===== config.mk =====
export PLATFORM = sky130hd
export DESIGN_NAME = wb_uart_tx
export DESIGN_NICKNAME = d
export VERILOG_FILES = /design/src/rtl/wb_uart_tx.sv
export SDC_FILE = /design/constraint.sdc
export NUM_CORES = 1
export LEC_CHECK = 0
export ABC_CLOCK_PERIOD_IN_PS = 4000
export CAP_MARGIN = 15
export CELL_PAD_IN_SITES_DETAIL_PLACEMENT = 1
export CELL_PAD_IN_SITES_GLOBAL_PLACEMENT = 1
export CORE_MARGIN = 10
export CORE_UTILIZATION = 47
export CTS_CLUSTER_DIAMETER = 40
export DETAILED_ROUTE_END_ITERATION = 8
export PLACE_DENSITY_LB_ADDON = 0.05
export REMOVE_ABC_BUFFERS = 1
export SLEW_MARGIN = 0
export SYNTH_ARGS = -nofsm -noshare
export SYNTH_HDL_FRONTEND = slang
export SYNTH_SLANG_ARGS = --single-unit

===== constraint.sdc =====
create_clock -name sys_clk -period 4 [get_ports sys_clk]
set_input_delay 0.4 -clock sys_clk [delete_from_list [all_inputs] [get_ports sys_clk]]
set_output_delay 0.4 -clock sys_clk [all_outputs]
set_load 0.005 [all_outputs]

===== src/rtl/wb_uart_tx.sv =====
// Wishbone console UART transmitter: TX FIFO, 8N1 serializer, status and irq.
// Optional console echo of each transmitted byte: define WB_UART_TX_SIM_PRINT_EN.
module wb_uart_tx #(
  parameter logic [29:0] BASE_ADR        = 30'h04400300,
  parameter int          FIFO_DEPTH_LOG2 = 4,
  parameter logic [15:0] DEFAULT_DIVISOR = 16'd868
) (
  input  logic        sys_clk,
  input  logic        sys_rst,
  input  logic [29:0] wb_adr_i,
  input  logic [31:0] wb_dat_i,
  output logic [31:0] wb_dat_o,
  input  logic [3:0]  wb_sel_i,
  input  logic        wb_cyc_i,
  input  logic        wb_stb_i,
  input  logic        wb_we_i,
  output logic        wb_ack_o,
  output logic        wb_err_o,
  output logic        uart_tx,
  output logic        irq
);
  localparam int L     = FIFO_DEPTH_LOG2;
  localparam int DEPTH = 1 << L;

  typedef enum logic [1:0] {
    S_IDLE, S_START, S_DATA, S_STOP
  } state_t;

  logic         r_ack;
  logic [31:0]  r_dat;
  logic         r_tx;
  logic         r_irq;
  logic [15:0]  r_div;
  logic         r_ctrl;
  logic         r_ovf;
  logic [7:0]   r_mem [DEPTH];
  logic [L-1:0] r_wptr;
  logic [L-1:0] r_rptr;
  logic [L:0]   r_level;
  state_t       r_state;
  logic [7:0]   r_shift;
  logic [15:0]  r_dlat;
  logic [15:0]  r_cnt;
  logic [2:0]   r_bit;

  logic        w_hit, w_req, w_wr;
  logic [1:0]  w_off;
  logic        w_full, w_empty, w_busy;
  logic        w_push_req, w_push, w_pop;
  logic [15:0] w_div_eff;
  logic        w_last;
  logic [31:0] w_stat;
  logic [31:0] w_rdata;
  logic        w_unused;

  assign w_hit  = wb_adr_i[29:2] == BASE_ADR[29:2];
  assign w_req  = wb_cyc_i & wb_stb_i & ~r_ack & w_hit;
  assign w_wr   = w_req & wb_we_i;
  assign w_off  = wb_adr_i[1:0];

  assign w_full     = r_level == (L+1)'(DEPTH);
  assign w_empty    = r_level == '0;
  assign w_busy     = r_state != S_IDLE;
  assign w_push_req = w_wr & (w_off == 2'd0) & wb_sel_i[0];
  assign w_push     = w_push_req & ~w_full;
  assign w_pop      = (r_state == S_IDLE) & ~w_empty;
  assign w_div_eff  = (r_div == 16'd0) ? 16'd1 : r_div;
  assign w_last     = r_cnt == (r_dlat - 16'd1);

  assign w_stat = {{(23-L){1'b0}}, r_level, 4'b0000,
                   r_ovf, w_busy, w_empty, w_full};
  assign w_unused = ^{wb_sel_i[3:2], wb_dat_i[31:16]};

  always_comb begin
    w_rdata = '0;
    unique case (w_off)
      2'd0: w_rdata = '0;
      2'd1: w_rdata = {16'h0000, r_div};
      2'd2: w_rdata = w_stat;
      2'd3: w_rdata = {31'h0, r_ctrl};
    endcase
  end

  assign wb_dat_o = r_dat;
  assign wb_ack_o = r_ack;
  assign wb_err_o = 1'b0;
  assign uart_tx  = r_tx;
  assign irq      = r_irq;

  always_ff @(posedge sys_clk or posedge sys_rst) begin
    if (sys_rst) begin
      r_ack  <= 1'b0;
      r_dat  <= '0;
      r_div  <= DEFAULT_DIVISOR;
      r_ctrl <= 1'b0;
      r_ovf  <= 1'b0;
    end else begin
      r_ack <= w_req;
      r_dat <= w_req ? w_rdata : 32'h0;
      if (w_push_req && w_full)
        r_ovf <= 1'b1;
      if (w_wr) begin
        if (w_off == 2'd1 && wb_sel_i[0]) r_div[7:0]  <= wb_dat_i[7:0];
        if (w_off == 2'd1 && wb_sel_i[1]) r_div[15:8] <= wb_dat_i[15:8];
        if (w_off == 2'd2 && wb_sel_i[0] && wb_dat_i[3]) r_ovf <= 1'b0;
        if (w_off == 2'd3 && wb_sel_i[0]) r_ctrl <= wb_dat_i[0];
      end
    end
  end

  always_ff @(posedge sys_clk) begin
    if (w_push) r_mem[r_wptr] <= wb_dat_i[7:0];
  end

  always_ff @(posedge sys_clk or posedge sys_rst) begin
    if (sys_rst) begin
      r_wptr  <= '0;
      r_rptr  <= '0;
      r_level <= '0;
    end else begin
      if (w_push) r_wptr <= r_wptr + 1'b1;
      if (w_pop)  r_rptr <= r_rptr + 1'b1;
      if (w_push && !w_pop)      r_level <= r_level + 1'b1;
      else if (!w_push && w_pop) r_level <= r_level - 1'b1;
    end
  end

  // Divisor is latched per frame so mid-frame DIVISOR writes wait for the next byte.
  always_ff @(posedge sys_clk or posedge sys_rst) begin
    if (sys_rst) begin
      r_state <= S_IDLE;
      r_tx    <= 1'b1;
      r_shift <= '0;
      r_dlat  <= 16'd1;
      r_cnt   <= '0;
      r_bit   <= '0;
    end else begin
      unique case (r_state)
        S_IDLE: begin
          if (w_pop) begin
            r_shift <= r_mem[r_rptr];
            r_dlat  <= w_div_eff;
            r_cnt   <= '0;
            r_bit   <= '0;
            r_tx    <= 1'b0;
            r_state <= S_START;
          end
        end
        S_START: begin
          if (w_last) begin
            r_cnt   <= '0;
            r_tx    <= r_shift[0];
            r_shift <= {1'b0, r_shift[7:1]};
            r_state <= S_DATA;
          end else begin
            r_cnt <= r_cnt + 16'd1;
          end
        end
        S_DATA: begin
          if (w_last) begin
            r_cnt <= '0;
            if (r_bit == 3'd7) begin
              r_tx    <= 1'b1;
              r_state <= S_STOP;
            end else begin
              r_bit   <= r_bit + 3'd1;
              r_tx    <= r_shift[0];
              r_shift <= {1'b0, r_shift[7:1]};
            end
          end else begin
            r_cnt <= r_cnt + 16'd1;
          end
        end
        S_STOP: begin
          if (w_last) begin
            r_cnt   <= '0;
            r_state <= S_IDLE;
          end else begin
            r_cnt <= r_cnt + 16'd1;
          end
        end
        default: r_state <= S_IDLE;
      endcase
    end
  end

  always_ff @(posedge sys_clk or posedge sys_rst) begin
    if (sys_rst) r_irq <= 1'b0;
    else         r_irq <= r_ctrl & w_empty & ~w_busy;
  end

`ifdef WB_UART_TX_SIM_PRINT_EN
  always @(posedge sys_clk) begin
    if (!sys_rst && w_pop) $write("%c", r_mem[r_rptr]);
  end
`endif

endmodule


* After elaboration in Yosys (flattened, before gate mapping)
Memories as Yosys holds them, arrays and structs flattened.
Cells that the tools add are included.
** Operators by class
- $add $sub $neg :: 7
- Equal/unequal tests :: 16
- Mux-type cells :: 33
- Bitwise operators :: 14
- Reduce and logical (&&, ||, !) cells :: 27
** Operators with widths (count)
- $pmux W32 S4 :: 1
- $mux W16 :: 3
- $mux W32 :: 1
- $mux W8 :: 4
- $pmux W16 S2 :: 1
- $eq A28 B25 Y1 const B :: 1
- $pmux W8 S3 :: 1
- $add A16 B1 Y16 const B :: 1
- $eq A16 B16 Y1 :: 1
- $logic_not A16 Y1 :: 1
- $sub A16 B1 Y16 const B :: 1
- $ne A2 B2 Y1 const B :: 6
- $and A1 B1 Y1 :: 10
- $mux W2 :: 5
- $mux W5 :: 2
- $reduce_and A5 Y1 :: 2
- $mux W1 :: 9
- $mux W3 :: 3
- $add A4 B1 Y4 const B :: 2
- $eq A2 B2 Y1 const B :: 4
- $logic_and A1 B1 Y1 :: 8
- $pmux W2 S4 :: 1
- $reduce_and A2 Y1 :: 4
- $reduce_and A4 Y1 :: 2
- 15 further kinds :: 23
** Storage, ports and cells
- Register bits :: 111
- Memory bits (writable) :: 128
- Input bits :: 71
- Word-level logic and storage cells :: 114
- Memories kept :: 1
** Memories
- r_mem :: depth 16, width 8, read ports 1, clocked after memory_dff 0, wr ports 1, line 36 : logic [7:0] r_mem [DEPTH];

* Longest topological paths before layout
Gate-level depths: netlist of run 1.
- Depth after elaboration :: 11
- Depth in mapped cells :: 14
- Mapped depth without buffers :: 13

* Worst setup path before layout of run 1
OpenSTA, ideal clock, no wires.
- Path kind :: input -> register
- Start :: input port wb_adr_i[15]
- End :: register r_level[4]
- Library setup time :: 126 ps
- Data arrival time :: 2968 ps
- Required time :: 3874 ps
- Setup slack :: 906 ps
- Cell stages on the path :: 13
- Buffers on the path :: 1
- Cell sequence :: nor4b_1 > nand4_1 > or3_1 > clkbuf_1 > nor2_1 > ha_1 > inv_1 > ha_1 > a21o_1 > a21oi_1 > xnor2_1 > nor2_1 > xor2_1
** On the way
- Word-level cells in the longest chain between the ends :: 9
** RTL lines
- from (decl) :: line 10 : input logic [29:0] wb_adr_i,
- $eq A28 B25 Y1 * :: line 56 : assign w_hit = wb_adr_i[29:2] == BASE_ADR[29:2];
- $and A1 B1 Y1 * :: line 57 : assign w_req = wb_cyc_i & wb_stb_i & ~r_ack & w_hit;
- $and A1 B1 Y1 * :: line 58 : assign w_wr = w_req & wb_we_i;
- $and A1 B1 Y1 * (2 in series) :: line 64 : assign w_push_req = w_wr & (w_off == 2'd0) & wb_sel_i[0];
- $and A1 B1 Y1 * :: line 65 : assign w_push = w_push_req & ~w_full;
- via w_push :: line 49 : logic w_push_req, w_push, w_pop;
- $logic_not A1 Y1 :: line 124 : else if (!w_push && w_pop) r_level <= r_level - 1'b1;
- $logic_and A1 B1 Y1 :: line 124
- $reduce_bool A2 Y1 (no source line)
- to (signal assigned) :: line 123 : if (w_push && !w_pop) r_level <= r_level + 1'b1;
- to (signal assigned) :: line 124
- to (decl) :: line 39 : logic [L:0] r_level;
Mark *: on every way through the listed nets, which the timed path passes. The rest lies on a longest branch.
A chain may end at the register's enable or synchronous reset.

* Final worst setup path of run 1
- Start :: register r_dlat[3]
- End :: register r_shift[1]
** On the way
- Word-level cells in the longest chain between the ends :: 4
** RTL lines
- from (decl) :: line 42 : logic [15:0] r_dlat;
- from (signal assigned) :: line 142 : r_dlat <= w_div_eff;
- $sub A16 B1 Y16 * :: line 68 : assign w_last = r_cnt == (r_dlat - 16'd1);
- $eq A16 B16 Y1 * :: line 68
- $ne A2 B2 Y1 (no source line)
- $reduce_and A5 Y1 (no source line) *
- to (signal assigned) :: line 141 : r_shift <= r_mem[r_rptr];
- to (signal assigned) :: line 153 : r_shift <= {1'b0, r_shift[7:1]};
- to (signal assigned) :: line 168 : r_shift <= {1'b0, r_shift[7:1]};
- to (decl) :: line 41 : logic [7:0] r_shift;
Every way passes the cells marked *; elsewhere a longest branch is shown, timed or not.

==> results.py, run 1 <==
metrics = {
    "setup_path": {
        "required_ns": 4.44,
        "slowest_delay_ns": 0.60,
        "cp_slowest_cell": "or4_4",
        "crit_type": "reg2reg",
        "crit_path_end_kind": "register",
        "cp.buffers_inverters": 0,
        "worst-path-max-fanout": 8,
        "path_cells": "or4_4 > nor3b_1 > a21oi_1 > nand3b_1 > nor4_4 > nand3b_2 > a211o_1 > mux2_4",
        "cp-start-kind": "register",
        "cp.arrival_ns": 3.81,
        "path_delay_family": "simple AND/OR/NAND/NOR gates",
    },
    "clock_network": {
        "root_buffer": "clkbuf_16",
        "cts_tree": "built",
        "clk_latency_ns": 0.56,
        "numCtsBuffers": 31,
        "postCtsSetupRepairBufs": 0,
        "htree_levels": 1,
        "clock_sinks": 223,
        "path_clk_slew_ns": 0.06,
        "clockBufferDepth": 3,
        "ctsResizeCount": 0,
        "cts_hold_buf": 0,
    },
    "die": {
        "pin_count": 107,
        "die_area_sq_um": 27900,
        "coreArea_sq_um": 21200,
        "initial_core_util_pct": 48.0,
        "die_w_microns": 167,
        "rows": 53,
        "die_h_microns": 167,
    },
    "flow_run": {
        "drv_cap": 0,
    },
    "power_and_ir_drop": {
        "vdd.ir_drop.worst_uv": 313,
        "power_density_nw_per_um2": 439,
        "combPwrFrac_pct": 3.5,
        "p_seq_share_pct": 46.8,
        "power_switching_mw": 1.19,
        "swShare_pct": 22.4,
        "pwr-share-clk_pct": 49.7,
        "p_leak_nw": 4.65,
        "internal-power_mw": 4.15,
    },
    "timing": {
        "setup_viol": 0,
        "skew_ns": 0.0146,
        "finalCriticalPeriod_ns": 3.37,
        "rsz0062_at_grt": "false",
        "setup-tns-final_ns": 0,
        "slew_viol_final": 0,
        "tightest_slew_ns": 0.877,
        "slew_headroom_pct": 41.6,
        "hold_viol": 0,
        "fmax_mhz": 297,
        "post-route-period-util_pct": 84.2,
    },
    "synthesis": {
        "synth_mux_area_share_pct": 15.2,
        "netlist_top_cells_count": "edfxtp_1, dfrtp_1, nor2_1, mux2_2, mux4_2",
        "ys.flop_type": "edfxtp_1",
        "synth-xor-area-share_pct": 3.11,
        "yosysMostFrequentCell": "edfxtp_1",
        "syn_inst": 702,
        "async_reset_ff_share_pct": 42.6,
        "yosysTopAreaCell": "edfxtp_1",
        "avgSynthCellArea_sq_um": 14.5,
        "ys_seq_area_share_pct": 61.4,
        "synth_top_family_by_area": "multiplexers",
        "synth-seq-cells": 223,
        "synth_top_area_share_pct": 37.9,
        "yosys_warnings": 0,
        "synth_cell_types": 66,
        "synthSimpleGateAreaFrac_pct": 10.4,
        "yosys-top-cells-area": "edfxtp_1, dfrtp_1, mux4_2, mux2_2, ha_1",
        "synth_compound_area_share_pct": 4.06,
        "synth_area_sq_um": 10100,
        "synth-adder-area-share_pct": 2.42,
        "synth_edf_count": 128,
    },
    "grt": {
        "grt_pass1_vias": 6712,
        "grt_max_degree": 69,
        "grt_pass1_wl_mm": 37.7,
        "grt_util_all_layers_pct": 16.6,
        "antenna_found_initial": 0,
        "grt_overflow": 0,
    },
    "routing": {
        "ant_nets": 0,
        "wirelength_mm": 23.7,
        "drtPass1Iterations": 4,
        "via_count": 6084,
        "wl_per_cell_microns": 21.7,
        "drc": 0,
        "viasPerCell": 5.58,
        "dr.first_iter.drc_count": 436,
    },
    "finish": {
        "diodes": 0,
        "instances_no_fill": 1090,
        "fillers": 2019,
        "areaGrowthSynthToFinish_pct": 19.9,
        "final_core_util_pct": 57.5,
        "nets": 880,
        "drive_above_1_share_pct": 21.3,
    },
    "hold_path": {
        "hold_path.class": "in2async",
    },
    "place": {
        "portBuffers": 71,
        "place_inst": 1032,
        "globalplace.congestion": 0.793,
        "place_hpwl_mm": 16.6,
    },
    "status": {
        "outcome": "finished clean",
    },
}
[state kept, by name, summed over array words and instances, names as in the netlist]
signal / cells
r_bit: 3
r_dlat: 16
r_mem: 128
wb_ack_o: 1
irq: 1
r_level: 5
r_cnt: 16
r_ctrl: 1
r_wptr: 4
r_ovf: 1
uart_tx: 1
wb_dat_o: 16
r_div: 16
r_rptr: 4
r_shift: 8
r_state: 2
[cell families after synthesis]
family,after synthesis
compound gates,63
flops,223
simple gates,193
xor+xnor,36
mux,95
fa+ha+maj,19
buf+inv,72
other cells,1
[routing by layer]
layer	vias to the layer above	GRT usage [%]	share of wire [%]	wire length [microns]
li1	2767	-	-	-
met2	159	27.6	49	11600
met3	32	3.13	5.9	1400
met4	0	3.74	1.7	397
met1	3126	22.2	43	10300
met5	-	0	0	0
[power groups by stage]
stage / sequential (mW) / clock (mW) / combinational [mW]
2_1_floorplan: 2.53 / 0 / 0.0810
3_3_place_gp: 2.55 / 0 / 0.182
3_5_place_dp: 2.55 / 0 / 0.189
4_1_cts: 2.50 / 2.71 / 0.190
5_1_grt: 2.51 / 2.82 / 0.205
6_report: 2.50 / 2.65 / 0.187
[per-stage QoR]
stage          area [sq um]  hold WS (ns)  worst slack [ns]  power [mW]
2_1_floorplan          9960         0.472             0.770        2.61
3_3_place_gp          11100         0.488             0.499        2.73
3_5_place_dp          11100         0.492             0.434        2.74
4_1_cts               12200         0.422             0.648        5.40
5_1_grt               12200         0.442             0.342        5.53
6_report              12200         0.384             0.633        5.34
[cells in the final DEF, fill, tap and decap left out, types with 6 or more instances in the layout]
cell / instances
edfxtp_1: 128
dfrtp_1: 86
clkdlybuf4s50_1: 71
nor2_1: 48
mux2_2: 40
mux4_2: 40
nand2_1: 32
clkbuf_16: 31
inv_1: 24
xnor2_1: 22
o21ai_0: 18
and2_1: 18
ha_1: 18
nor3_1: 17
conb_1: 17
xor2_1: 14
buf_4: 14
nand4_1: 11
nor4_1: 10
a21oi_1: 10
nand3_1: 10
nand2b_1: 9
a22oi_1: 9
nor2b_1: 8
mux2_4: 8
dfstp_2: 7
clkinv_4: 6
[worst paths after layout]
check | start | end | slack [ns] | cells past startpoint
worst max register to register | r_dlat[3]$_DFFE_PP0P_ | r_shift[1]$_DFFE_PP0P_ | 0.63 | 8
worst max-delay path | r_dlat[3]$_DFFE_PP0P_ | r_shift[1]$_DFFE_PP0P_ | 0.63 | 8
max in group asynchronous | sys_rst | r_div[5]$_DFFE_PP1P_ | 2.78 | 3
min in group sys_clk | wb_dat_i[11] | r_div[11]$_DFFE_PP0P_ | 0.46 | 2
worst min-delay path | sys_rst | r_div[12]$_DFFE_PP0P_ | 0.38 | 2
worst min register to register | r_shift[0]$_DFFE_PP0P_ | r_shift[0]$_DFFE_PP0P_ | 0.51 | 1
[worst reg2reg max path, cell delays in order (launching register included)]
cell,delay (ns)
dfrtp_1,0.47
or4_4,0.60
nor3b_1,0.35
a21oi_1,0.11
nand3b_1,0.32
nor4_4,0.28
nand3b_2,0.20
a211o_1,0.54
mux2_4,0.38
[layout make-up]
type                            instances  area [sq um]  area share, %
Inverter                               25          96.3          0.792
Timing Repair Buffer                   86           836           6.87
Clock buffer                           33           783           6.44
Sequential cell                       223          6230           51.2
Tap cell                              275           344           2.83
Multi-Input combinational cell        423          3640           29.9
Clock inverter                         25           244           2.00
Power figures use the tool's default switching activity.
==> run 2: changes to the inputs <==
--- a/config.mk
+++ b/config.mk
@@ -5,7 +5,7 @@
 export SDC_FILE = /design/constraint.sdc
 export NUM_CORES = 1
 export LEC_CHECK = 0
-export ABC_CLOCK_PERIOD_IN_PS = 4000
+export ABC_CLOCK_PERIOD_IN_PS = 3200
 export CAP_MARGIN = 15
 export CELL_PAD_IN_SITES_DETAIL_PLACEMENT = 1
 export CELL_PAD_IN_SITES_GLOBAL_PLACEMENT = 1
==> constraint.sdc (replaced) <==
create_clock -name sys_clk -period 3.2 [get_ports sys_clk]
set_input_delay 0.32 -clock sys_clk [delete_from_list [all_inputs] [get_ports sys_clk]]
set_output_delay 0.32 -clock sys_clk [all_outputs]
set_load 0.005 [all_outputs]
==> run 2 against run 1 <==
Net effect: non-clock buffer count rose by 25; combinational power increased by 27%; design area rose by 2.9%; sequential cell count unchanged; maximum frequency grew 7.4%; largest cell class unchanged.
==> results.py, run 2 (same netlist as run 1, synthesis figures left out) <==
metrics = {
    "routing": {
        "drc": 0,
        "via_count": 6231,
        "viasPerCell": 5.56,
        "ant_nets": 0,
        "wirelength_mm": 24.6,
        "drtPass1Iterations": 4,
        "dr.first_iter.drc_count": 423,
        "wl_per_cell_microns": 21.9,
    },
    "finish": {
        "layout_common_cells": "edfxtp_1, dfrtp_1, clkdlybuf4s50_1, nor2_1",
        "fillers": 1991,
        "nets": 909,
        "drive_above_1_share_pct": 24.6,
        "final_area_sq_um": 12500,
        "regMostFlops": "r_mem",
        "final_core_util_pct": 59.2,
        "areaGrowthSynthToFinish_pct": 23.4,
        "instances_no_fill": 1121,
        "diodes": 0,
        "layout_commonest_cell": "edfxtp_1",
        "largest_reg_flops": 128,
    },
    "clock_network": {
        "numCtsBuffers": 35,
        "root_buffer": "clkbuf_16",
        "clockBufferDepth": 3,
        "postCtsSetupRepairBufs": 0,
        "clock_sinks": 223,
        "path_clk_slew_ns": 0.05,
        "htree_levels": 2,
        "cts_tree": "built",
        "ctsResizeCount": 0,
        "clk_latency_ns": 0.52,
        "cts_hold_buf": 0,
    },
    "power_and_ir_drop": {
        "vdd.ir_drop.worst_uv": 477,
        "pwr-share-clk_pct": 52.8,
        "combPwrFrac_pct": 3.3,
        "power_switching_mw": 1.61,
        "power_density_nw_per_um2": 569,
        "finalPower_mw": 7.13,
        "p_leak_nw": 4.87,
        "p_seq_share_pct": 43.9,
        "internal-power_mw": 5.52,
        "swShare_pct": 22.6,
    },
    "hold_path": {
        "hold_path.class": "in2async",
    },
    "grt": {
        "grt_pass1_vias": 7059,
        "antenna_found_initial": 0,
        "grt_overflow": 0,
        "grt_pass1_wl_mm": 39.7,
        "grt_max_degree": 66,
        "grt_util_all_layers_pct": 17.6,
    },
    "timing": {
        "skew_ns": 0.0217,
        "setup_viol": 0,
        "finalCriticalPeriod_ns": 3.14,
        "rsz0062_at_grt": "false",
        "setup_ws_ns": 0.0645,
        "hold_viol": 0,
        "slew_headroom_pct": 41.1,
        "post-route-period-util_pct": 98.0,
        "tightest_slew_ns": 0.884,
        "fmax_mhz": 319,
        "slew_viol_final": 0,
    },
    "setup_path": {
        "cp_slowest_cell": "or4_4",
        "crit_type": "reg2reg",
        "cp.arrival_ns": 3.51,
        "path_delay_family": "compound AO/OA/AOI/OAI gates",
        "slowest_delay_ns": 0.54,
        "crit_path_end_kind": "register",
        "cp.buffers_inverters": 1,
        "path_cells": "or4_4 > or3_4 > a22o_1 > a21oi_2 > nor4_4 > a221oi_1 > a211o_1 > buf_12 > mux2_4",
        "reg2reg_from": "r_dlat[5]$_DFFE_PP0P_",
        "cp-start-kind": "register",
        "worst-path-max-fanout": 8,
        "required_ns": 3.58,
        "worstSetupStartpoint": "r_dlat[5]$_DFFE_PP0P_",
    },
    "die": {
        "die_w_microns": 167,
        "coreArea_sq_um": 21200,
        "initial_core_util_pct": 48.0,
        "rows": 53,
        "die_area_sq_um": 27900,
        "die_h_microns": 167,
        "pin_count": 107,
    },
    "place": {
        "place_hpwl_mm": 17.2,
        "dpl-instance-area_sq_um": 11300,
        "portBuffers": 71,
        "dp_slack_ns": 0.0287,
        "globalplace.congestion": 0.829,
        "place_inst": 1057,
    },
    "status": {
        "outcome": "finished clean",
    },
    "flow_run": {
        "drv_cap": 0,
    },
}
[run 2: power by group through the flow]
stage	combinational, mW	clock [mW]	sequential, mW
global placement	0.227	0	3.18
detailed placement	0.238	0	3.18
finish	0.238	3.77	3.13
global route	0.258	3.98	3.13
floorplan	0.101	0	3.16
CTS	0.239	3.84	3.13
[run 2: worst reg2reg max path, cell delays in order, from the launching register on]
cell,delay (ns)
dfrtp_1,0.44
or4_4,0.54
or3_4,0.41
a22o_1,0.25
a21oi_2,0.31
nor4_4,0.09
a221oi_1,0.29
a211o_1,0.21
buf_12,0.15
mux2_4,0.30
[run 2: layout make-up]
type                    count  area [sq um]  share of cell area (%)
clock buffers              37           883                    7.05
clock inverters            27           279                    2.23
inverters                  25          96.3                   0.769
multi-input cells         423          3650                    29.2
flip-flops and latches    223          6230                    49.8
well taps                 275           344                    2.75
repair buffers            111          1040                    8.27
[run 2: metrics by stage]
step                setup TNS, ns  hold slack (ns)
floorplan                  -0.241            0.419
global placement                0            0.489
detailed placement              0            0.489
CTS                             0            0.378
global route                    0            0.411
finish                          0            0.346
[run 2: layer usage]
| metal | global-route usage (%) | routed length, microns |
|---|---|---|
| met1 | 22.8 | 10800 |
| met2 | 29.2 | 12300 |
| met3 | 3.88 | 1160 |
| met4 | 4.47 | 421 |
| met5 | 0 | 0 |
[run 2: path summary, 6_finish.rpt]
kind	end	slack, ns	cells after the start
hold reg to reg	r_shift[3]$_DFFE_PP0P_	0.51	1
hold / removal	r_wptr[3]$_DFFE_PP0P_	0.35	2
setup / recovery	r_shift[6]$_DFFE_PP0P_	0.06	9
setup reg to reg	r_shift[6]$_DFFE_PP0P_	0.06	9
min in group sys_clk	r_div[11]$_DFFE_PP0P_	0.43	2
max in group asynchronous	r_cnt[3]$_DFFE_PP0N_	2.07	3
